[config.mk]
export PLATFORM = sky130hd
export DESIGN_NAME = fetch_decode_flat
export DESIGN_NICKNAME = d
export VERILOG_FILES = /design/src/rtl/fetch_decode_pkg.sv /design/src/rtl/fetch_decode_if.sv /design/src/rtl/fetch_decode_prog_mem.sv /design/src/rtl/fetch_decode.sv /design/src/flat_wrapper.sv
export SDC_FILE = /design/constraint.sdc
export NUM_CORES = 1
export LEC_CHECK = 0
export BUFFER_PORTS_ARGS = -buffer_cell sky130_fd_sc_hd__buf_2
export CAP_MARGIN = 20
export CORE_AREA = 4 4 106 108
export DETAILED_ROUTE_END_ITERATION = 16
export DIE_AREA = 0 0 110 112
export GPL_TIMING_DRIVEN = 0
export PLACE_DENSITY = 0.5
export SETUP_SLACK_MARGIN = 0.15
export SYNTH_ARGS = -nofsm -noshare
export SYNTH_HDL_FRONTEND = slang
export SYNTH_SLANG_ARGS = --single-unit
[constraint.sdc]
create_clock -name clk -period 2 [get_ports clk]
set_input_delay 0.1 -clock clk [delete_from_list [all_inputs] [get_ports clk]]
set_output_delay 0.1 -clock clk [all_outputs]
set_load 0.005 [all_outputs]
[src/rtl/fetch_decode_pkg.sv]
// Shared encodings and stage bundles for the fetch_decode front end.
// Included by fetch_decode_if, fetch_decode_prog_mem and fetch_decode.
package fetch_decode_pkg;

    localparam int PTR_W  = 5;
    localparam int WORD_W = 3;
    localparam int CNT_W  = 16;

    localparam logic [1:0] COMBO_OP_SEL = 2'd0;
    localparam logic [1:0] LIT_OP_SEL   = 2'd1;
    localparam logic [1:0] REG_B_SEL    = 2'd2;
    localparam logic [1:0] REG_C_SEL    = 2'd3;

    localparam logic [1:0] SHIFT_SEL = 2'd0;
    localparam logic [1:0] XOR_SEL   = 2'd1;
    localparam logic [1:0] MOD_SEL   = 2'd2;
    localparam logic [1:0] JUMP_SEL  = 2'd3;

    localparam logic [2:0] OP_ADV = 3'd0;
    localparam logic [2:0] OP_BXL = 3'd1;
    localparam logic [2:0] OP_BST = 3'd2;
    localparam logic [2:0] OP_JNZ = 3'd3;
    localparam logic [2:0] OP_BXC = 3'd4;
    localparam logic [2:0] OP_OUT = 3'd5;
    localparam logic [2:0] OP_BDV = 3'd6;
    localparam logic [2:0] OP_CDV = 3'd7;

    localparam int WR_A    = 0;
    localparam int WR_B    = 1;
    localparam int WR_C    = 2;
    localparam int WR_OUT  = 3;
    localparam int WR_RSVD = 4;

    typedef struct packed {
        logic [WORD_W-1:0] opcode;
        logic [WORD_W-1:0] operand;
        logic              valid;
    } if_id_t;

    typedef struct packed {
        logic [WORD_W-1:0] operand;
        logic [1:0]        op1_sel;
        logic [1:0]        op2_sel;
        logic [1:0]        operation_sel;
        logic [4:0]        reg_wr_en;
        logic              valid;
    } id_ex_t;

    localparam id_ex_t ID_BUBBLE = '{
        operand:       '0,
        op1_sel:       COMBO_OP_SEL,
        op2_sel:       COMBO_OP_SEL,
        operation_sel: MOD_SEL,
        reg_wr_en:     '0,
        valid:         1'b0
    };

endpackage

[src/rtl/fetch_decode_if.sv]
// Program-load, fetch-control and decoded-instruction bundle.
// instr_cnt exists only with FETCH_DECODE_INSTR_CNT_EN.
interface fetch_decode_if;
    import fetch_decode_pkg::*;

    logic              prog_wr_en;
    logic [WORD_W-1:0] prog_wr_data;
    logic              run;
    logic [PTR_W-1:0]  instr_ptr;
    logic              flush;
    logic              prog_full;
    logic [WORD_W-1:0] operand_id_reg;
    logic [1:0]        op1_sel;
    logic [1:0]        op2_sel;
    logic [1:0]        operation_sel;
    logic [4:0]        reg_wr_en;
    logic              dec_valid;
`ifdef FETCH_DECODE_INSTR_CNT_EN
    logic [CNT_W-1:0]  instr_cnt;
`endif

    modport master (
        output prog_wr_en,
        output prog_wr_data,
        output run,
        output instr_ptr,
        output flush,
        input  prog_full,
        input  operand_id_reg,
        input  op1_sel,
        input  op2_sel,
        input  operation_sel,
        input  reg_wr_en,
`ifdef FETCH_DECODE_INSTR_CNT_EN
        input  instr_cnt,
`endif
        input  dec_valid
    );

    modport slave (
        input  prog_wr_en,
        input  prog_wr_data,
        input  run,
        input  instr_ptr,
        input  flush,
        output prog_full,
        output operand_id_reg,
        output op1_sel,
        output op2_sel,
        output operation_sel,
        output reg_wr_en,
`ifdef FETCH_DECODE_INSTR_CNT_EN
        output instr_cnt,
`endif
        output dec_valid
    );

endinterface

[src/rtl/fetch_decode_prog_mem.sv]
// Program register file: one write port, two async read ports.
// Addresses at or beyond DEPTH read as zero.
module fetch_decode_prog_mem
    import fetch_decode_pkg::*;
#(
    parameter int DEPTH = 16
) (
    input  logic              clk,
    input  logic              rst,
    input  logic              we,
    input  logic [PTR_W-1:0]  waddr,
    input  logic [WORD_W-1:0] wdata,
    input  logic [PTR_W-1:0]  raddr0,
    input  logic [PTR_W-1:0]  raddr1,
    output logic [WORD_W-1:0] rdata0,
    output logic [WORD_W-1:0] rdata1
);

    localparam int              AW      = $clog2(DEPTH);
    localparam logic [PTR_W-1:0] DEPTH_P = PTR_W'(DEPTH);

    logic [WORD_W-1:0] mem [DEPTH];

    always_ff @(posedge clk or posedge rst) begin
        if (rst) begin
            for (int i = 0; i < DEPTH; i++) begin
                mem[i] <= '0;
            end
        end else if (we && (waddr < DEPTH_P)) begin
            mem[waddr[AW-1:0]] <= wdata;
        end
    end

    assign rdata0 = (raddr0 < DEPTH_P) ? mem[raddr0[AW-1:0]] : '0;
    assign rdata1 = (raddr1 < DEPTH_P) ? mem[raddr1[AW-1:0]] : '0;

endmodule

[src/rtl/fetch_decode.sv]
// IF/ID front end: serial program load, two-word fetch, registered decode.
// Optional instr_cnt output under FETCH_DECODE_INSTR_CNT_EN.
module fetch_decode
    import fetch_decode_pkg::*;
#(
    parameter int PROG_DEPTH = 16
) (
    input logic           clk,
    input logic           rst,
    fetch_decode_if.slave fd
);

    localparam logic [PTR_W-1:0] FULL_PTR = PTR_W'(PROG_DEPTH);

    logic [PTR_W-1:0]  wptr;
    logic              prog_full;
    logic              wr_ok;
    logic              fetch_en;
    logic [PTR_W-1:0]  rd_addr0;
    logic [PTR_W-1:0]  rd_addr1;
    logic [WORD_W-1:0] opcode_rd;
    logic [WORD_W-1:0] operand_rd;
    if_id_t            if_q;
    id_ex_t            dec;
    id_ex_t            id_q;

    assign prog_full = (wptr == FULL_PTR);
    assign wr_ok     = fd.prog_wr_en && !prog_full;

    always_ff @(posedge clk or posedge rst) begin
        if (rst) begin
            wptr <= '0;
        end else if (wr_ok) begin
            wptr <= wptr + PTR_W'(1);
        end
    end

    // Bit 4 is the halt flag; the low bits address the word pair
    assign rd_addr0 = {1'b0, fd.instr_ptr[PTR_W-2:0]};
    assign rd_addr1 = rd_addr0 + PTR_W'(1);

    fetch_decode_prog_mem #(
        .DEPTH (PROG_DEPTH)
    ) u_prog_mem (
        .clk    (clk),
        .rst    (rst),
        .we     (wr_ok),
        .waddr  (wptr),
        .wdata  (fd.prog_wr_data),
        .raddr0 (rd_addr0),
        .raddr1 (rd_addr1),
        .rdata0 (opcode_rd),
        .rdata1 (operand_rd)
    );

    // Loading owns the cycle even while run is high
    assign fetch_en = fd.run
                   && !fd.prog_wr_en
                   && !fd.instr_ptr[PTR_W-1]
                   && !fd.flush;

    always_ff @(posedge clk or posedge rst) begin
        if (rst) begin
            if_q <= '0;
        end else if (fetch_en) begin
            if_q <= '{opcode: opcode_rd,
                      operand: operand_rd,
                      valid: 1'b1};
        end else begin
            if_q <= '0;
        end
    end

    always_comb begin
        dec         = '0;
        dec.operand = if_q.operand;
        dec.valid   = 1'b1;
        unique case (if_q.opcode)
            OP_ADV: begin
                dec.op1_sel         = COMBO_OP_SEL;
                dec.op2_sel         = COMBO_OP_SEL;
                dec.operation_sel   = SHIFT_SEL;
                dec.reg_wr_en[WR_A] = 1'b1;
            end
            OP_BXL: begin
                dec.op1_sel         = REG_B_SEL;
                dec.op2_sel         = LIT_OP_SEL;
                dec.operation_sel   = XOR_SEL;
                dec.reg_wr_en[WR_B] = 1'b1;
            end
            OP_BST: begin
                dec.op1_sel         = COMBO_OP_SEL;
                dec.op2_sel         = COMBO_OP_SEL;
                dec.operation_sel   = MOD_SEL;
                dec.reg_wr_en[WR_B] = 1'b1;
            end
            OP_JNZ: begin
                dec.op1_sel       = LIT_OP_SEL;
                dec.op2_sel       = LIT_OP_SEL;
                dec.operation_sel = JUMP_SEL;
            end
            OP_BXC: begin
                dec.op1_sel         = REG_B_SEL;
                dec.op2_sel         = REG_C_SEL;
                dec.operation_sel   = XOR_SEL;
                dec.reg_wr_en[WR_B] = 1'b1;
            end
            OP_OUT: begin
                dec.op1_sel           = COMBO_OP_SEL;
                dec.op2_sel           = COMBO_OP_SEL;
                dec.operation_sel     = MOD_SEL;
                dec.reg_wr_en[WR_OUT] = 1'b1;
            end
            OP_BDV: begin
                dec.op1_sel         = COMBO_OP_SEL;
                dec.op2_sel         = COMBO_OP_SEL;
                dec.operation_sel   = SHIFT_SEL;
                dec.reg_wr_en[WR_B] = 1'b1;
            end
            OP_CDV: begin
                dec.op1_sel         = COMBO_OP_SEL;
                dec.op2_sel         = COMBO_OP_SEL;
                dec.operation_sel   = SHIFT_SEL;
                dec.reg_wr_en[WR_C] = 1'b1;
            end
            default: begin
            end
        endcase
    end

    always_ff @(posedge clk or posedge rst) begin
        if (rst) begin
            id_q <= '0;
        end else if (if_q.valid && !fd.flush) begin
            id_q <= dec;
        end else begin
            id_q <= ID_BUBBLE;
        end
    end

    assign fd.prog_full      = prog_full;
    assign fd.operand_id_reg = id_q.operand;
    assign fd.op1_sel        = id_q.op1_sel;
    assign fd.op2_sel        = id_q.op2_sel;
    assign fd.operation_sel  = id_q.operation_sel;
    assign fd.reg_wr_en      = id_q.reg_wr_en;
    assign fd.dec_valid      = id_q.valid;

`ifdef FETCH_DECODE_INSTR_CNT_EN
    logic [CNT_W-1:0] instr_cnt;

    always_ff @(posedge clk or posedge rst) begin
        if (rst) begin
            instr_cnt <= '0;
        end else if (id_q.valid && (instr_cnt != '1)) begin
            instr_cnt <= instr_cnt + CNT_W'(1);
        end
    end

    assign fd.instr_cnt = instr_cnt;
`endif

endmodule

[src/flat_wrapper.sv]
// flat-port wrapper written by rule: the top's interface ports become plain ports
module fetch_decode_flat import fetch_decode_pkg::*;
#(
    parameter int PROG_DEPTH = 16
)
  (clk, rst, fd_prog_wr_en, fd_prog_wr_data, fd_run, fd_instr_ptr, fd_flush, fd_prog_full, fd_operand_id_reg, fd_op1_sel, fd_op2_sel, fd_operation_sel, fd_reg_wr_en, fd_dec_valid);
  fetch_decode_if fd_i ();
  input logic clk;
  input logic rst;
  input wire logic [$bits(fd_i.prog_wr_en)-1:0] fd_prog_wr_en;
  input wire logic [$bits(fd_i.prog_wr_data)-1:0] fd_prog_wr_data;
  input wire logic [$bits(fd_i.run)-1:0] fd_run;
  input wire logic [$bits(fd_i.instr_ptr)-1:0] fd_instr_ptr;
  input wire logic [$bits(fd_i.flush)-1:0] fd_flush;
  output wire logic [$bits(fd_i.prog_full)-1:0] fd_prog_full;
  output wire logic [$bits(fd_i.operand_id_reg)-1:0] fd_operand_id_reg;
  output wire logic [$bits(fd_i.op1_sel)-1:0] fd_op1_sel;
  output wire logic [$bits(fd_i.op2_sel)-1:0] fd_op2_sel;
  output wire logic [$bits(fd_i.operation_sel)-1:0] fd_operation_sel;
  output wire logic [$bits(fd_i.reg_wr_en)-1:0] fd_reg_wr_en;
  output wire logic [$bits(fd_i.dec_valid)-1:0] fd_dec_valid;
  assign fd_i.prog_wr_en = fd_prog_wr_en;
  assign fd_i.prog_wr_data = fd_prog_wr_data;
  assign fd_i.run = fd_run;
  assign fd_i.instr_ptr = fd_instr_ptr;
  assign fd_i.flush = fd_flush;
  assign fd_prog_full = fd_i.prog_full;
  assign fd_operand_id_reg = fd_i.operand_id_reg;
  assign fd_op1_sel = fd_i.op1_sel;
  assign fd_op2_sel = fd_i.op2_sel;
  assign fd_operation_sel = fd_i.operation_sel;
  assign fd_reg_wr_en = fd_i.reg_wr_en;
  assign fd_dec_valid = fd_i.dec_valid;
  fetch_decode #(.PROG_DEPTH(PROG_DEPTH)) u_core (.clk(clk), .rst(rst), .fd(fd_i));
endmodule
==> qor.csv <==
stage,metric,value,unit
outcome,status,"complete, no violations",
floorplanning,core-area,10200,sq um
clocking,cts_tree,built,
final_layout,post-route-util,0.427,
run,maxCapViolations,0,
critical_path,reg2reg_slack,0.29,ns
pwr,ir_drop,0.000445,V
floorplanning,fp.dieArea,12300,sq um
drt,ant_nets,0,
floorplanning,fp.dieH,112,um
placed_design,place.gp.congestion,0.708,
pwr,p_leak,1.96,nW
hold_path,hold_path.class,in2reg,
global_routing,antenna_found_initial,0,
floorplanning,io_pins,29,
placed_design,hpwl,5.87,mm
critical_path,end_kind,register,
drt,post_drt_wl_per_cell,18.1,um
floorplanning,core.rowCount,37,
timing,setup_viol,0,
synth,ys.warnings.count,0,
clocking,clk_pin_slew,0.08,ns
timing,layout_min_cycle_time,1.71,ns
synth,synth_xor_area_frac,0.0138,
final_layout,num_antenna_cells,0,
drt,drt_wl_total,7.96,mm
clocking,post-cts-setup-buffer-count,0,
timing,whs,0.0970,ns
global_routing,grt_pass1_wl,12.8,mm
synth,avgSynthCellArea,14.4,sq um
timing,maxSlewHeadroom,0.595,
synth,syn-cell-area,3720,sq um
synth,synth_mux_area_frac,0.336,
drt,dr_total_vias,2238,
final_layout,multi_input_area,1760,sq um
final_layout,design_area,4370,sq um
hold_path,min_to,u_core.u_prog_mem.mem[26],
synth,synth-edff-count,0,
drt,drcViolationCount,0,
drt,drt_iter0_drc,68,
placed_design,dpl-instance-area,4070,sq um
synth,synth_top_family_by_area,multiplexers,
critical_path,worstRegToRegCells,5,
critical_path,cp_data_arrival_time,1.94,ns
hold_path,whs_path_depth,2,
timing,final.setup_skew,0.0119,ns
clocking,cts_sinks,73,
drt,firstDrtPassIters,4,
final_layout,seq_area,1830,sq um
drt,viasPerCell,5.10,
synth,syn_inst,258,
final_layout,fin_nets,316,
synth,synthDistinctLibCells,38,
synth,synth-compound-area-share,0.0252,
timing,final.setup.tns,0,ns
critical_path,required,2.23,ns
synth,synth-seq-cells,73,
critical_path,start_kind,register,
final_layout,top_regs,"u_core.u_prog_mem.mem: 48 flops, u_core.wptr: 5 flops",
pwr,finalPower,5.58,mW
global_routing,grtUsageTotal,0.140,
timing,maxSlewViolCount,0,
synth,ys_seq_area_frac,0.491,
synth,synthAdderAreaFrac,0.0168,
clocking,htreeDepth,3,
placed_design,io_buffer_count,26,
critical_path,r2r-end,u_core.u_prog_mem.mem[28],
floorplanning,die_width,110,um
final_layout,mostFrequentLayoutCell,dfrtp_1,
critical_path,critPathKind,reg2reg,
critical_path,cpMaxStageDelayCell,dfrtp_1,
final_layout,layout_common_cells,"73 x dfrtp_1, 50 x mux2_2, 29 x buf_2",
pwr,cellPowerDensity,1280,nW/um^2
critical_path,slowest_delay,0.44,ns
hold_path,hold_start,fd_prog_wr_data[2],
clocking,cts_root_buf,clkbuf_8,
critical_path,cp_cell_sequence,inv_1 > ha_1 > nand2b_1 > nor3_2 > mux2_2,
timing,max_freq,586,MHz
synth,synthArstFlopShare,1.00,
synth,yosys.area_share.simple,0.0767,
final_layout,drive_gt1_frac,0.426,
final_layout,syn2layout_area_growth,17.4,%
timing,final-hold-violation-count,0,
final_layout,fillers,948,
timing,min_period_over_period,0.853,
final_layout,largest_reg_flops,48,
clocking,clockBufferDepth,2,
timing,tightest_slew,0.607,ns
synth,ys.flop_type,dfrtp_1,
global_routing,grt_start_max_net_pins,28,
clocking,clk_latency,0.34,ns
floorplanning,start_util,0.364,
critical_path,path_max_fanout,5,
synth,synth_nets,276,
global_routing,grt_pass1_vias,2326,
final_layout,top_register,u_core.u_prog_mem.mem,
critical_path,rr_startpoint,u_core.wptr[0],
timing,rsz0062_at_grt,false,
global_routing,overflow,0,
clocking,cts_made_buffers,9,
## worst max-delay path, delay by kind of cell, from the launching register on
| kind | cells | cell delay (ns) |
|---|---|---|
| buf+inv | 1 | 0.10 |
| flops | 1 | 0.44 |
| mux | 1 | 0.38 |
| fa+ha+maj | 1 | 0.17 |
| simple gates | 2 | 0.51 |
## Yosys cell counts, types with 2 or more instances
library cell / count / share of area
dfrtp_1: 73 / 0.49
mux2_2: 50 / 0.15
mux4_2: 17 / 0.10
mux2i_1: 12 / 0.032
nor2_1: 12 / 0.012
nand2b_1: 8 / 0.013
inv_1: 7 / 0.0071
mux4_1: 7 / 0.049
nand2_1: 7 / 0.0071
clkbuf_1: 5 / 0.0050
ha_1: 5 / 0.017
nor3_1: 5 / 0.0067
buf_4: 4 / 0.0081
and2_1: 3 / 0.0050
and3b_1: 3 / 0.0071
buf_2: 3 / 0.0040
buf_6: 3 / 0.0091
nand3_1: 3 / 0.0040
nand4b_1: 3 / 0.0071
o21ai_0: 3 / 0.0040
o22ai_1: 3 / 0.0050
o32ai_1: 3 / 0.0071
xnor2_1: 3 / 0.0071
a21oi_1: 2 / 0.0027
## per-stage QoR
stage | cells | setup WS [ns]
2_1_floorplan | 258 | 0.449
3_3_place_gp | 420 | 0.0377
3_5_place_dp | 422 | 0.0580
4_1_cts | 439 | 0.276
6_report | 439 | 0.294
5_1_grt | 439 | 0.154
## power by group
group,switching (mW),internal (mW)
Combinational,0.656,0.983
Clock,0.547,1.02
Sequential,0.385,1.99
Total,1.59,3.99
## logic make-up (layout without fill, tap and decap cells)
family	count (synthesis)	in the layout
XOR/XNOR	5	5
adder cells (fa/ha/maj)	5	5
AO/OA/AOI/OAI	14	14
AND/OR/NAND/NOR	50	50
multiplexers	86	86
buffers and inverters	24	69
flip-flops	73	73
other	1	1
## per-layer routing
| metal | GRT usage | vias up | part of all wire |
|---|---|---|---|
| met5 | 0 | - | 0 |
| met4 | 0.0532 | 0 | 0.015 |
| met3 | 0.0232 | 12 | 0.031 |
| met2 | 0.216 | 43 | 0.48 |
| met1 | 0.196 | 1143 | 0.47 |
| li1 | - | 1040 | - |
## worst max path at each step
stage	start	endpoint	cells after the start
2_1_floorplan	u_core.wptr[0]	u_core.u_prog_mem.mem[33]	5
3_3_place_gp	fd_instr_ptr[1]	u_core.dec[13]	6
3_5_place_dp	fd_instr_ptr[1]	u_core.dec[13]	6
4_1_cts	u_core.wptr[0]	u_core.u_prog_mem.mem[28]	5
5_1_grt	u_core.wptr[0]	u_core.u_prog_mem.mem[28]	5
6_report	u_core.wptr[0]	u_core.u_prog_mem.mem[28]	5
## repair_timing
item                                    in CTS  in global routing
endpoints found under the hold margin       23                  0
hold buffers                                 1                  0
resized for setup                            3                  0
endpoints found under the setup margin       9                  0
## layout make-up
type / count / area share
buffer: 16 / 0.0269
clock buffer: 11 / 0.0347
clock inverter: 5 / 0.0287
inverter: 8 / 0.00774
multi-input combinational: 161 / 0.403
sequential: 73 / 0.418
tap: 136 / 0.0390
timing repair buffer: 29 / 0.0413
(Power assumes the default switching activity.)
